`config.mk`:
```
export PLATFORM = sky130hd
export DESIGN_NAME = uart_rx_fifo_flat
export DESIGN_NICKNAME = d
export VERILOG_FILES = /design/src/rtl/uart_pkg.sv /design/src/rtl/uart_if.sv /design/src/rtl/sync_fifo.sv /design/src/rtl/uart_rx_fifo.sv /design/src/flat_wrapper.sv
export SDC_FILE = /design/constraint.sdc
export NUM_CORES = 1
export LEC_CHECK = 0
export CAP_MARGIN = 15
export CORE_MARGIN = 2
export CORE_UTILIZATION = 40
export CTS_BUF_LIST = sky130_fd_sc_hd__clkbuf_2 sky130_fd_sc_hd__clkbuf_4 sky130_fd_sc_hd__clkbuf_8
export CTS_CLUSTER_DIAMETER = 50
export DETAILED_ROUTE_END_ITERATION = 6
export PLACE_DENSITY = 0.58
export SLEW_MARGIN = 20
export SYNTH_ARGS = -nofsm -noshare
export SYNTH_HDL_FRONTEND = slang
export SYNTH_HIERARCHICAL = 1
export SYNTH_SLANG_ARGS = --single-unit
```
`constraint.sdc`:
```
create_clock -name clk -period 3.1 [get_ports clk]
set_input_delay 0.465 -clock clk [delete_from_list [all_inputs] [get_ports clk]]
set_output_delay 0.465 -clock clk [all_outputs]
set_load 0.05 [all_outputs]
```
`src/rtl/uart_pkg.sv`:
```
// Shared receiver definitions: FSM state encoding, parity modes and the
// bit-period calculation used by uart_rx_fifo.
package uart_pkg;

  localparam int unsigned PARITY_NONE = 0;
  localparam int unsigned PARITY_EVEN = 1;
  localparam int unsigned PARITY_ODD  = 2;

  typedef enum logic [2:0] {
    S_IDLE,
    S_START,
    S_DATA,
    S_PARITY,
    S_STOP,
    S_WAIT_IDLE
  } rx_state_e;

  function automatic int unsigned calc_pulse_width(input int unsigned clk_freq,
                                                   input int unsigned baud_rate);
    return clk_freq / baud_rate;
  endfunction

endpackage

```
`src/rtl/uart_if.sv`:
```
// Serial line bundle; word carries the payload on the driving side.
interface uart_if #(
  parameter int unsigned DATA_WIDTH = 8
);
  logic                  sig;
  logic [DATA_WIDTH-1:0] word;

  modport rx (input sig);
endinterface

```
`src/rtl/sync_fifo.sv`:
```
// Single-clock show-ahead FIFO; a push into a full FIFO lands only when a pop
// frees a slot in the same cycle.
module sync_fifo #(
  parameter  int unsigned WIDTH = 8,
  parameter  int unsigned DEPTH = 8,
  localparam int unsigned AW    = $clog2(DEPTH),
  localparam int unsigned CW    = AW + 1
) (
  input  logic             clk,
  input  logic             rst,
  input  logic             push,
  input  logic [WIDTH-1:0] push_data,
  input  logic             pop,
  output logic [WIDTH-1:0] pop_data,
  output logic             full,
  output logic             empty,
  output logic [AW:0]      count
);

  logic [WIDTH-1:0] mem [DEPTH];
  logic [AW-1:0]    wr_ptr;
  logic [AW-1:0]    rd_ptr;
  logic             wr_en_c;
  logic             rd_en_c;
  logic [AW:0]      count_d;

  assign rd_en_c  = pop && !empty;
  assign wr_en_c  = push && (!full || rd_en_c);
  assign pop_data = mem[rd_ptr];

  always_comb begin
    count_d = count;
    if (wr_en_c && !rd_en_c) begin
      count_d = count + CW'(1);
    end else if (rd_en_c && !wr_en_c) begin
      count_d = count - CW'(1);
    end
  end

  // Storage is cleared on reset so the head word reads zero after reset.
  always_ff @(posedge clk) begin
    if (rst) begin
      wr_ptr <= '0;
      rd_ptr <= '0;
      count  <= '0;
      full   <= 1'b0;
      empty  <= 1'b1;
      for (int i = 0; i < DEPTH; i++) begin
        mem[AW'(i)] <= '0;
      end
    end else begin
      if (wr_en_c) begin
        mem[wr_ptr] <= push_data;
        wr_ptr      <= wr_ptr + AW'(1);
      end
      if (rd_en_c) begin
        rd_ptr <= rd_ptr + AW'(1);
      end
      count <= count_d;
      full  <= (count_d == CW'(DEPTH));
      empty <= (count_d == '0);
    end
  end

endmodule

```
`src/rtl/uart_rx_fifo.sv`:
```
// UART receiver with mid-bit sampling, optional parity and stop checking,
// feeding received words into a show-ahead FIFO.
module uart_rx_fifo
  import uart_pkg::*;
#(
  parameter int unsigned DATA_WIDTH = 8,
  parameter int unsigned BAUD_RATE  = 115200,
  parameter int unsigned CLK_FREQ   = 100_000_000,
  parameter int unsigned PARITY     = 0,
  parameter int unsigned STOP_BITS  = 1,
  parameter int unsigned FIFO_DEPTH = 8
) (
  input  logic                          clk,
  input  logic                          rst,
  uart_if.rx                            rxif,
  input  logic                          sensor_ready,
  output logic [DATA_WIDTH-1:0]         sensor_data,
  output logic                          sensor_valid,
  output logic [$clog2(FIFO_DEPTH):0]   fifo_count,
  output logic                          frame_err,
  output logic                          parity_err,
  output logic                          overrun_err
);

  localparam int unsigned PULSE_WIDTH = calc_pulse_width(CLK_FREQ, BAUD_RATE);
  localparam int unsigned HALF_WIDTH  = PULSE_WIDTH / 2;
  localparam int unsigned CNT_W       = $clog2(PULSE_WIDTH + 1);
  localparam int unsigned BIT_W       = 4;

  localparam logic [CNT_W-1:0] PW_LAST   = CNT_W'(PULSE_WIDTH - 1);
  localparam logic [CNT_W-1:0] PW_FULL   = CNT_W'(PULSE_WIDTH);
  localparam logic [CNT_W-1:0] HALF_LAST = CNT_W'(HALF_WIDTH - 1);
  localparam logic [BIT_W-1:0] DATA_LAST = BIT_W'(DATA_WIDTH - 1);
  localparam logic [BIT_W-1:0] STOP_LAST = BIT_W'(STOP_BITS - 1);

  rx_state_e             state_q, state_d;
  logic                  rx_meta_q, rx_sync_q, rx_prev_q;
  logic [CNT_W-1:0]      tick_q, tick_d;
  logic [BIT_W-1:0]      bit_q, bit_d;
  logic [DATA_WIDTH-1:0] shift_q, shift_d;
  logic                  par_bad_q, par_bad_d;
  logic [CNT_W-1:0]      idle_cnt_q;
  logic                  armed_q;
  logic                  fall_c, exp_par_c, push_c, pop_c;
  logic                  frame_err_d, parity_err_d;
  logic                  fifo_full, fifo_empty;

  assign fall_c       = rx_prev_q && !rx_sync_q;
  assign exp_par_c    = (PARITY == PARITY_ODD) ? ~(^shift_q) : ^shift_q;
  assign sensor_valid = !fifo_empty;
  assign pop_c        = sensor_valid && sensor_ready;

  // Synchroniser and edge history; idle-high so reset never fakes a start.
  always_ff @(posedge clk) begin
    if (rst) begin
      rx_meta_q <= 1'b1;
      rx_sync_q <= 1'b1;
      rx_prev_q <= 1'b1;
    end else begin
      rx_meta_q <= rxif.sig;
      rx_sync_q <= rx_meta_q;
      rx_prev_q <= rx_sync_q;
    end
  end

  // Starts are only honoured once the line has been high for longer than one
  // bit, so a reset mid-frame cannot lock onto that frame's data edges.
  always_ff @(posedge clk) begin
    if (rst) begin
      idle_cnt_q <= '0;
      armed_q    <= 1'b0;
    end else begin
      if (!rx_sync_q) begin
        idle_cnt_q <= '0;
      end else if (idle_cnt_q != PW_FULL) begin
        idle_cnt_q <= idle_cnt_q + CNT_W'(1);
      end
      if (rx_sync_q && (idle_cnt_q == PW_FULL)) begin
        armed_q <= 1'b1;
      end
    end
  end

  always_ff @(posedge clk) begin
    if (rst) begin
      state_q     <= S_IDLE;
      tick_q      <= '0;
      bit_q       <= '0;
      shift_q     <= '0;
      par_bad_q   <= 1'b0;
      frame_err   <= 1'b0;
      parity_err  <= 1'b0;
      overrun_err <= 1'b0;
    end else begin
      state_q     <= state_d;
      tick_q      <= tick_d;
      bit_q       <= bit_d;
      shift_q     <= shift_d;
      par_bad_q   <= par_bad_d;
      frame_err   <= frame_err_d;
      parity_err  <= parity_err_d;
      overrun_err <= push_c && fifo_full && !pop_c;
    end
  end

  always_comb begin
    state_d      = state_q;
    tick_d       = tick_q + CNT_W'(1);
    bit_d        = bit_q;
    shift_d      = shift_q;
    par_bad_d    = par_bad_q;
    push_c       = 1'b0;
    frame_err_d  = 1'b0;
    parity_err_d = 1'b0;
    unique case (state_q)
      S_IDLE: begin
        tick_d = '0;
        if (fall_c && armed_q) begin
          state_d   = S_START;
          bit_d     = '0;
          par_bad_d = 1'b0;
        end
      end
      S_START: begin
        if (tick_q == HALF_LAST) begin
          tick_d  = '0;
          state_d = rx_sync_q ? S_IDLE : S_DATA;
        end
      end
      S_DATA: begin
        if (tick_q == PW_LAST) begin
          tick_d  = '0;
          shift_d = {rx_sync_q, shift_q[DATA_WIDTH-1:1]};
          bit_d   = bit_q + BIT_W'(1);
          if (bit_q == DATA_LAST) begin
            bit_d   = '0;
            state_d = (PARITY != PARITY_NONE) ? S_PARITY : S_STOP;
          end
        end
      end
      S_PARITY: begin
        if (tick_q == PW_LAST) begin
          tick_d    = '0;
          par_bad_d = (rx_sync_q != exp_par_c);
          state_d   = S_STOP;
        end
      end
      S_STOP: begin
        if (tick_q == PW_LAST) begin
          tick_d = '0;
          if (!rx_sync_q) begin
            frame_err_d = 1'b1;
            state_d     = S_WAIT_IDLE;
          end else if (bit_q == STOP_LAST) begin
            state_d = S_IDLE;
            if (par_bad_q) begin
              parity_err_d = 1'b1;
            end else begin
              push_c = 1'b1;
            end
          end else begin
            bit_d = bit_q + BIT_W'(1);
          end
        end
      end
      S_WAIT_IDLE: begin
        if (!rx_sync_q) begin
          tick_d = '0;
        end else if (tick_q == PW_LAST) begin
          state_d = S_IDLE;
        end
      end
      default: state_d = S_IDLE;
    endcase
  end

  sync_fifo #(
    .WIDTH (DATA_WIDTH),
    .DEPTH (FIFO_DEPTH)
  ) u_fifo (
    .clk       (clk),
    .rst       (rst),
    .push      (push_c),
    .push_data (shift_q),
    .pop       (pop_c),
    .pop_data  (sensor_data),
    .full      (fifo_full),
    .empty     (fifo_empty),
    .count     (fifo_count)
  );

endmodule

```
`src/flat_wrapper.sv`:
```
// flat-port wrapper written by rule: the top's interface ports become plain ports
module uart_rx_fifo_flat import uart_pkg::*;
#(
  parameter int unsigned DATA_WIDTH = 8,
  parameter int unsigned BAUD_RATE  = 115200,
  parameter int unsigned CLK_FREQ   = 100_000_000,
  parameter int unsigned PARITY     = 0,
  parameter int unsigned STOP_BITS  = 1,
  parameter int unsigned FIFO_DEPTH = 8
)
  (clk, rst, sensor_ready, sensor_data, sensor_valid, fifo_count, frame_err, parity_err, overrun_err, rxif_sig);
  uart_if #(.DATA_WIDTH(DATA_WIDTH)) rxif_i ();
  input  logic clk;
  input  logic rst;
  input  logic sensor_ready;
  output logic [DATA_WIDTH-1:0] sensor_data;
  output logic sensor_valid;
  output logic [$clog2(FIFO_DEPTH):0] fifo_count;
  output logic frame_err;
  output logic parity_err;
  output logic overrun_err;
  input wire logic [$bits(rxif_i.sig)-1:0] rxif_sig;
  assign rxif_i.sig = rxif_sig;
  uart_rx_fifo #(.DATA_WIDTH(DATA_WIDTH), .BAUD_RATE(BAUD_RATE), .CLK_FREQ(CLK_FREQ), .PARITY(PARITY), .STOP_BITS(STOP_BITS), .FIFO_DEPTH(FIFO_DEPTH)) u_core (.clk(clk), .rst(rst), .rxif(rxif_i), .sensor_ready(sensor_ready), .sensor_data(sensor_data), .sensor_valid(sensor_valid), .fifo_count(fifo_count), .frame_err(frame_err), .parity_err(parity_err), .overrun_err(overrun_err));
endmodule
```
== Word-level counts from Yosys, hierarchy flattened ==
Memory sizes are Yosys's and may differ from the RTL's. A register that Yosys moved wholly into a read port is not among the register bits.
Cells that the tools add are included.

* Multiplexer cells: 45
* Bitwise logic cells: 4
* Reduce and logical (&&, ||, !) cells: 32
* Add/subtract/negate cells: 7
* Equality and inequality tests: 23

{| class="wikitable"
|+ Operators by type and width
! operator !! number
|-
| 10-bit one-hot mux with 4 select lines || 1
|-
| 3-bit 2-to-1 mux || 13
|-
| 4-bit 2-to-1 mux || 8
|-
| 10-bit 2-to-1 mux || 3
|-
| 10-bit by 1-bit adder with 10-bit output, second input constant || 2
|-
| 10-bit equality test, second input constant || 2
|-
| 2-bit by 1-bit inequality test with 1-bit output, second input constant || 9
|-
| 3-bit one-hot mux with 6 select lines || 1
|-
| 1-bit 2-to-1 mux || 15
|-
| 4-bit one-hot mux with 3 select lines || 1
|-
| 10-bit by 9-bit equality test with 1-bit output, second input constant || 1
|-
| 1-bit logical AND || 10
|-
| 10-bit inequality test, second input constant || 1
|-
| 9-bit AND reduction || 1
|-
| 4-bit by 1-bit adder with 4-bit output, second input constant || 2
|-
| 4-bit zero test || 2
|-
| 8-bit 2-to-1 mux || 1
|-
| 8-bit OR reduction || 1
|-
| 8-bit parity || 1
|-
| 3-bit by 1-bit adder with 3-bit output, second input constant || 2
|-
| 3-bit by 2-bit equality test with 1-bit output, second input constant || 2
|-
| 3-bit equality test, second input constant || 2
|-
| 1-bit zero test || 6
|-
| 6-bit AND reduction || 1
|-
| other kinds (19) || 23
|}

* Input port bits: 4
* Register bits: 55
* Memory bits (writable): 64
* Output and inout bits: 16
* Memories: 1

{| class="wikitable"
|+ Memory list
! name !! depth !! bits a word !! read ports !! clocked after memory_dff !! write ports !! line !! text
|-
| u_core.u_fifo.mem || 8 || 8 || 1 || 1 || 8 || sync_fifo.sv:20 || <nowiki>logic [WIDTH-1:0] mem [DEPTH];</nowiki>
|}

== Longest topological paths before layout ==
Gate-level depths: netlist of the first run.

* Depth in word-level cells: 11
* Depth in mapped cells: 10
* Mapped depth without buffers: 10

== Modules after synthesis ==
The synthesis of the first run kept the hierarchy.

{| class="wikitable"
|+ By module, submodules not included
! module !! area each (um^2) !! cells an instance !! instances !! seq. area each (um^2)
|-
| sync_fifo || 3,692.3 || 254 || 1 || 2,222.1
|-
| uart_rx_fifo || 2,165.8 || 243 || 1 || 860.8
|}

== Least setup slack after synthesis of the first run ==
Ideal clock, no wire load.

* Path type: reg-to-reg
* From: reg u_core.tick_q[3]
* To: mem u_core.u_fifo.mem[3][0] (enable)
* Buffers on the path: 1
* Data required time: 2,770 ps
* Cell stages (with the launch flop): 9
* Arrival time: 2,347 ps
* Setup slack: 424 ps
* Cell sequence: dfxtp_1 -> or3b_4 -> nor3_4 -> and4b_1 -> a21boi_4 -> and2b_1 -> and4b_1 -> buf_2 -> or2_1

{| class="wikitable"
|+ RTL lines
! what !! line !! text
|-
| start: declaration || uart_rx_fifo.sv:38 || <nowiki>logic [CNT_W-1:0] tick_q, tick_d;</nowiki>
|-
| start signal: assignment || uart_rx_fifo.sv:96 || <nowiki>tick_q <= tick_d;</nowiki>
|-
| end: declaration || sync_fifo.sv:20 ||
|}

==> run metrics, run 1 <==
FILL cells between 1k and 1.5k; relative max-transition margin 48.69%; RR Startpoint u_core/bit_q[0]$_SDFFE_PP0P_; Finished Core Util 46.22%; Critical Path RT 3.22 ns; Max Slew Vio Count 0; CTS Buf Count 17; RSZ-0062 raised after global routing no; Worst-path clk slew 0.07 ns; Final Hold Fails 0; Worst Tran Pin Value 0.7686 ns; layout overhead on the synthesized area 13.80%; ANT nets after route 0; Leak 2.426 nW; CP delay by family, top simple AND/OR/NAND/NOR gates; fin nets 542; Post-synth top flop edfxtp_1; Clock Sinks 122; period utilisation layout between 90% and 100%; clock tree root driver cell clkbuf_8; Starting DRT DRC Count 211; slowest CP cell or3b_2; R2R Path End u_core/u_fifo/mem[3][2]$_SDFFCE_PN0P_; status complete, no violations; setup ws final 0.2526 ns; die span in x 125.0 um; crit-path max FO 9; CP Capture Type register; CTS tree yes; CP bufs+invs 1; Port Buffers 19; fmax roughly 350 MHz; vias 3690; worst slack at placement 0.2564 ns; largest net degree at the start of global routing 29; global-route wire length before repair a little under 20000 um; power density cells ~550 mW/mm^2; initial antenna violation count 0; # setup viols final 0; Fin Setup TNS 0 ns; Die ar. 0.01563 sq mm; Crit path top cell by count and4b_1; WL/cell 15.93 um; Post-CTS Hold Buffers 0; Worst R2R Setup Slack 0.25 ns; Residual DRC 0; row count 44; CTS HTree Levels 4; Mapped Area 0.005858 sq mm; drt pass-1 iters 5; Vias/cell 5.090; worst r2r path cells 9; io pins 20; Post-synth EDFFs 64; total congestion overflow 0; layout cells sized above 1 17.56%; CP cell instances inv_1, ha_1, or3b_2, nor2_1, and4b_1, a21boi_4, and2b_1, and4b_1, or2_1; CTS max path bufs 2; minimum clock period 2.847 ns; initial core utilization between 40 and 50%; register area share after synthesis 52.63%; total track usage 15.92%; Setup crit end u_core/u_fifo/mem[3][2]$_SDFFCE_PN0P_; vias in the first global route around 3.7k; Post-CTS Setup Inserts 0; Placer Congestion 0.7615; Worst-Skew Late Latency 0.44 ns; Avg Cell Area, Syn 11.79 sq um; Reg power frac 49.1%; synth warn 6; clock network power share 41.9%; fraction of registers with async set or reset after synthesis 0%; max incr delay on CP 0.47 ns; Routed Wire Length 11550 um; max cap viols 0; WP depth 9; core area approximately 0.014 sq mm; Antenna diodes 0; Seq cells post-synth 122; combinational share of power around 9.0%; Setup crit start kind register; cells after synthesis 497; WS Path Type register to register; peak supply drop 0.0003067 V; internal power 2.780 mW; Syn Nets 511; Resize count post-CTS 0; Yosys cell types 67; switching part of the total 24.55%; dpl hpwl 7852 um; switching pwr 0.9046 mW; worst path arrival time 2.96 ns; hold crit path type register to register; Critical Path Start u_core/bit_q[0]$_SDFFE_PP0P_; chip height 125.0 um; clk_skew 0.01024 ns
==> how the worst min path moves through the flow <==
stage                                           start                          end  cells past startpoint
after floorplan           u_core/rx_meta_q$_SDFF_PP1_  u_core/rx_sync_q$_SDFF_PP1_                      1
after global placement    u_core/rx_meta_q$_SDFF_PP1_  u_core/rx_sync_q$_SDFF_PP1_                      1
after detailed placement  u_core/rx_meta_q$_SDFF_PP1_  u_core/rx_sync_q$_SDFF_PP1_                      1
after CTS                 u_core/rx_meta_q$_SDFF_PP1_  u_core/rx_sync_q$_SDFF_PP1_                      1
after global routing      u_core/rx_meta_q$_SDFF_PP1_  u_core/rx_sync_q$_SDFF_PP1_                      1
final                     u_core/rx_meta_q$_SDFF_PP1_  u_core/rx_sync_q$_SDFF_PP1_                      1
==> worst register-to-register path: cells and delay by family (launching register included) <==
| kind | cells | cell delay [ns] |
|---|---|---|
| adder cells (fa/ha/maj) | 1 | 0.14 |
| AND/OR/NAND/NOR | 6 | 1.70 |
| flip-flops | 1 | 0.33 |
| AO/OA/AOI/OAI | 1 | 0.27 |
| buffers and inverters | 1 | 0.09 |
==> power groups by stage <==
stage	Combinational, mW	Clock (mW)	Sequential (mW)
after floorplan	0.243	0	1.84
after global placement	0.329	0	1.84
after detailed placement	0.330	0	1.85
after CTS	0.332	1.59	1.81
after global routing	0.368	1.65	1.82
final	0.330	1.55	1.81
==> layout make-up <==
class	count	area [sq um]	area share [%]
inverters	14	52.55	0.7883
clock inverters	14	196.4	2.947
clock buffers	18	241.5	3.622
multi-input cells	342	2608	39.11
repair buffers	31	255.2	3.829
well taps	184	230.2	3.453
flip-flops and latches	122	3083	46.25
==> stage by stage <==
| step | power [mW] | hold WS [ns] | instance area, sq um | instances |
|---|---|---|---|---|
| 2_1_floorplan | 2.083 | 0.3895 | 5858 | 497 |
| 3_5_place_dp | 2.176 | 0.3960 | 6228 | 693 |
| 4_1_cts | 3.727 | 0.4168 | 6666 | 725 |
| 3_3_place_gp | 2.173 | 0.4014 | 6228 | 693 |
| 6_report | 3.685 | 0.4103 | 6666 | 725 |
| 5_1_grt | 3.833 | 0.4283 | 6666 | 725 |
==> flip-flops by register name, indices dropped and copies added (netlist names), 3 cells and up, named ones only <==
signal	flops
u_core/tick_q	10
u_core/u_fifo/mem	64
u_core/u_fifo/wr_ptr	3
u_core/bit_q	4
u_core/idle_cnt_q	10
u_core/u_fifo/count	4
u_core/shift_q	8
u_core/u_fifo/rd_ptr	3
u_core/state_q	3
==> cells in the final DEF, fill, tap and decap left out, drive strengths merged, types with 4 or more instances in the layout <==
cell type	n
nor3	9
buf	21
o21ai	9
mux4	16
nand3	16
nand2	18
nor3b	4
a21oi	9
nor2b	6
edfxtp	64
inv	15
clkinv	6
nor2	50
or2	12
xor2	9
nand4	4
clkdlybuf4s50	10
nand3b	4
nor4	4
clkbuf	18
xnor2	20
mux2i	11
ha	10
dfxtp	58
a31oi	4
mux2	8
nand2b	7
and2	66
bufinv	4
==> cell usage after synthesis (all sizes together) (7+ instances only) <==
library cell  number  share of area (%)
o21ai              9               0.77
buf                8               0.92
nand3             16                1.4
or2               12                1.3
ha                10                2.1
nand2b             7               0.88
a21oi              9               0.77
nor2              50                3.2
and2              66                7.0
nor3               9               0.96
inv               14               0.90
dfxtp             58                 20
mux4              16                6.5
xor2               9                1.3
edfxtp            64                 33
mux2i             11                1.9
nand2             18                1.2
clkbuf            11                1.0
xnor2             20                3.0
mux2               8                1.5
==> layer usage <==
metal	part of all wire, %	global-route usage (%)
met1	45	20.39
met4	1.1	5.294
met5	0	0
met2	50	26.09
met3	4.1	4.579
==> cells by family (layout without fill, tap and decap cells) <==
family                     count (synthesis)  count (layout)  share of synthesized area, %
AOI/OAI and AO/OA                         43              43                         5.190
DFF                                      122             122                         52.63
buffers and inverters                     33              77                         2.862
and+or+nand+nor                          224             224                         22.51
xor gates and xnor gates                  30              30                         4.720
adders and majority gates                 10              10                         2.136
muxes                                     35              35                         9.953
Power figures use the tool's default switching activity.
==> run 2, diff against run 1 <==
- SETUP_SLACK_MARGIN: unset -> 0.05
==> run 2 against run 1 <==
Compared with the run above:
- via count is 0.16% higher
- final area is essentially flat
- fmax grew 1.6%
- routed wire length rose by 0.16%
- largest power group unchanged
==> run metrics, run 2 (synthesized netlist as in run 1, its figures left out) <==
row count 44 (unchanged); peak supply drop 0.0003062 V (was 0.0003067 V); worst r2r path cells 9 (unchanged); worst slack at placement 0.2564 ns (unchanged); Setup crit end u_core/u_fifo/mem[2][2]$_SDFFCE_PN0P_ (was u_core/u_fifo/mem[3][2]$_SDFFCE_PN0P_); CTS Buf Count 17 (unchanged); most common cell after layout, fill and taps aside and2_1 (unchanged); WS Path Type register to register (unchanged); Worst R2R Setup Slack 0.30 ns (was 0.25 ns); power density cells 551.4 mW/mm^2 (was 552.7 mW/mm^2); Final Hold Fails 0 (unchanged); period utilisation layout 90.38% (was 91.85%); WL/cell 15.95 um (was 15.93 um); Routed Wire Length 11560 um (was 11550 um); Starting DRT DRC Count 185 (was 211); Die ar. 0.01563 sq mm (unchanged); dpl hpwl 7852 um (unchanged); Vias/cell 5.098 (was 5.090); clk_skew 0.009284 ns (was 0.01024 ns); # setup viols final 0 (unchanged); CTS max path bufs 2 (unchanged); core area 0.01442 sq mm (unchanged); Residual DRC 0 (unchanged); Post-CTS Hold Buffers 0 (unchanged); setup ws final 0.2982 ns (was 0.2526 ns); die span in x 125.0 um (unchanged); layout cells sized above 1 17.74% (was 17.56%); Clock Sinks 122 (unchanged); max FFs per register 64 (unchanged); Top reg by flops u_core/u_fifo/mem (unchanged); RR Startpoint u_core/bit_q[0]$_SDFFE_PP0P_ (unchanged); total track usage 15.92% (unchanged); Worst Tran Pin Value 0.7656 ns (was 0.7686 ns); minimum clock period 2.802 ns (was 2.847 ns); Fin Setup TNS 0 ns (unchanged); clock tree root driver cell clkbuf_8 (unchanged); Worst-Skew Late Latency 0.44 ns (about the same); drt pass-1 iters 4 (was 5); Max Slew Vio Count 0 (unchanged); fin nets 542 (unchanged); most frequent cells in the layout and2_1 (66), edfxtp_1 (64), dfxtp_1 (58) (unchanged); Antenna diodes 0 (unchanged); top flop regs u_core/u_fifo/mem x64, u_core/idle_cnt_q x10, u_core/tick_q x10 (unchanged); initial antenna violation count 0 (unchanged); initial core utilization 40.61% (unchanged); io pins 20 (unchanged); CTS HTree Levels 4 (unchanged); largest net degree at the start of global routing 29 (unchanged); crit-path max FO 9 (unchanged); total congestion overflow 0 (unchanged); relative max-transition margin 48.89% (was 48.69%); layout overhead on the synthesized area 13.84% (was 13.80%); Placer Congestion 0.7615 (unchanged); max cap viols 0 (unchanged); fmax 356.9 MHz (was 351.2 MHz); chip height 125.0 um (unchanged); vias in the first global route 3746 (unchanged); ANT nets after route 0 (unchanged); Cell Count Post-Placement 693 (unchanged); fin cells 725 (unchanged); CP Capture Type register (unchanged); RSZ-0062 raised after global routing no (unchanged); vias 3696 (was 3690); Critical Path Start u_core/bit_q[0]$_SDFFE_PP0P_ (unchanged); Leak 2.427 nW (was 2.426 nW); Setup crit start kind register (unchanged); area of placed instances 0.006228 sq mm (unchanged); worst path arrival time 2.93 ns (was 2.96 ns); Port Buffers 19 (unchanged); global-route wire length before repair 19340 um (unchanged); status complete, no violations (unchanged); FILL cells 1352 (was 1350); Critical Path RT 3.23 ns (was 3.22 ns); final cell area excluding filler cells 0.006669 sq mm (was 0.006666 sq mm); R2R Path End u_core/u_fifo/mem[2][2]$_SDFFCE_PN0P_ (was u_core/u_fifo/mem[3][2]$_SDFFCE_PN0P_); Worst-path clk slew 0.07 ns (about the same); CTS tree yes (unchanged); hold crit path type register to register (unchanged)
run 2: worst min path at each step:
stage	slack, ns	end	cells after the start	startpoint
2_1_floorplan	0.39	u_core/rx_sync_q$_SDFF_PP1_	1	u_core/rx_meta_q$_SDFF_PP1_
3_3_place_gp	0.40	u_core/rx_sync_q$_SDFF_PP1_	1	u_core/rx_meta_q$_SDFF_PP1_
3_5_place_dp	0.40	u_core/rx_sync_q$_SDFF_PP1_	1	u_core/rx_meta_q$_SDFF_PP1_
4_1_cts	0.42	u_core/rx_sync_q$_SDFF_PP1_	1	u_core/rx_meta_q$_SDFF_PP1_
5_1_grt	0.43	u_core/rx_sync_q$_SDFF_PP1_	1	u_core/rx_meta_q$_SDFF_PP1_
6_report	0.41	u_core/rx_sync_q$_SDFF_PP1_	1	u_core/rx_meta_q$_SDFF_PP1_
run 2: power breakdown:
| part | total [mW] | leakage, nW | internal (mW) | switching (mW) |
|---|---|---|---|---|
| Combinational | 0.331 | 1.14 | 0.132 | 0.199 |
| Clock | 1.54 | 0.213 | 0.887 | 0.650 |
| Sequential | 1.81 | 1.08 | 1.76 | 0.0477 |
| Total | 3.68 | 2.43 | 2.78 | 0.896 |
run 2: cell type report:
cell class                 count  area, sq um  share of cell area [%]
clock inverter                14        196.4                   2.946
inverter                      14        52.55                  0.7880
multi-input combinational    342         2610                   39.14
tap                          184        230.2                   3.452
clock buffer                  18        241.5                   3.621
timing repair buffer          31        255.2                   3.827
sequential                   122         3083                   46.23
run 2: metal layers:
metal / up-vias / global-route usage [%] / part of all wire (%)
li1: 1839 / - / -
met1: 1799 / 20.39 / 45
met2: 52 / 26.09 / 50
met3: 6 / 4.579 / 3.6
met4: 0 / 5.294 / 0.88
met5: - / 0 / 0
run 2: timing repair:
item | CTS | global route
endpoints found under the setup margin | 0 | 8
resized for setup | 0 | 1
buffers inserted | 0 | 0
run 2: metrics by stage:
step           total power, mW  util, %  hold slack, ns
2_1_floorplan            2.083        -          0.3895
3_3_place_gp             2.173    43.18          0.4014
3_5_place_dp             2.176    43.18          0.3960
4_1_cts                  3.727    46.22          0.4168
5_1_grt                  3.833    46.24          0.4283
6_report                 3.677    46.24          0.4118
run 2: critical path, cell delays in order, from the launching register on:
cell and delay [ns]:
dfxtp_1 0.33, inv_1 0.09, ha_1 0.14, or3b_2 0.47
nor2_1 0.14, and4b_1 0.24, a21boi_4 0.27, and2b_1 0.20
and3_1 0.32, or2_2 0.29
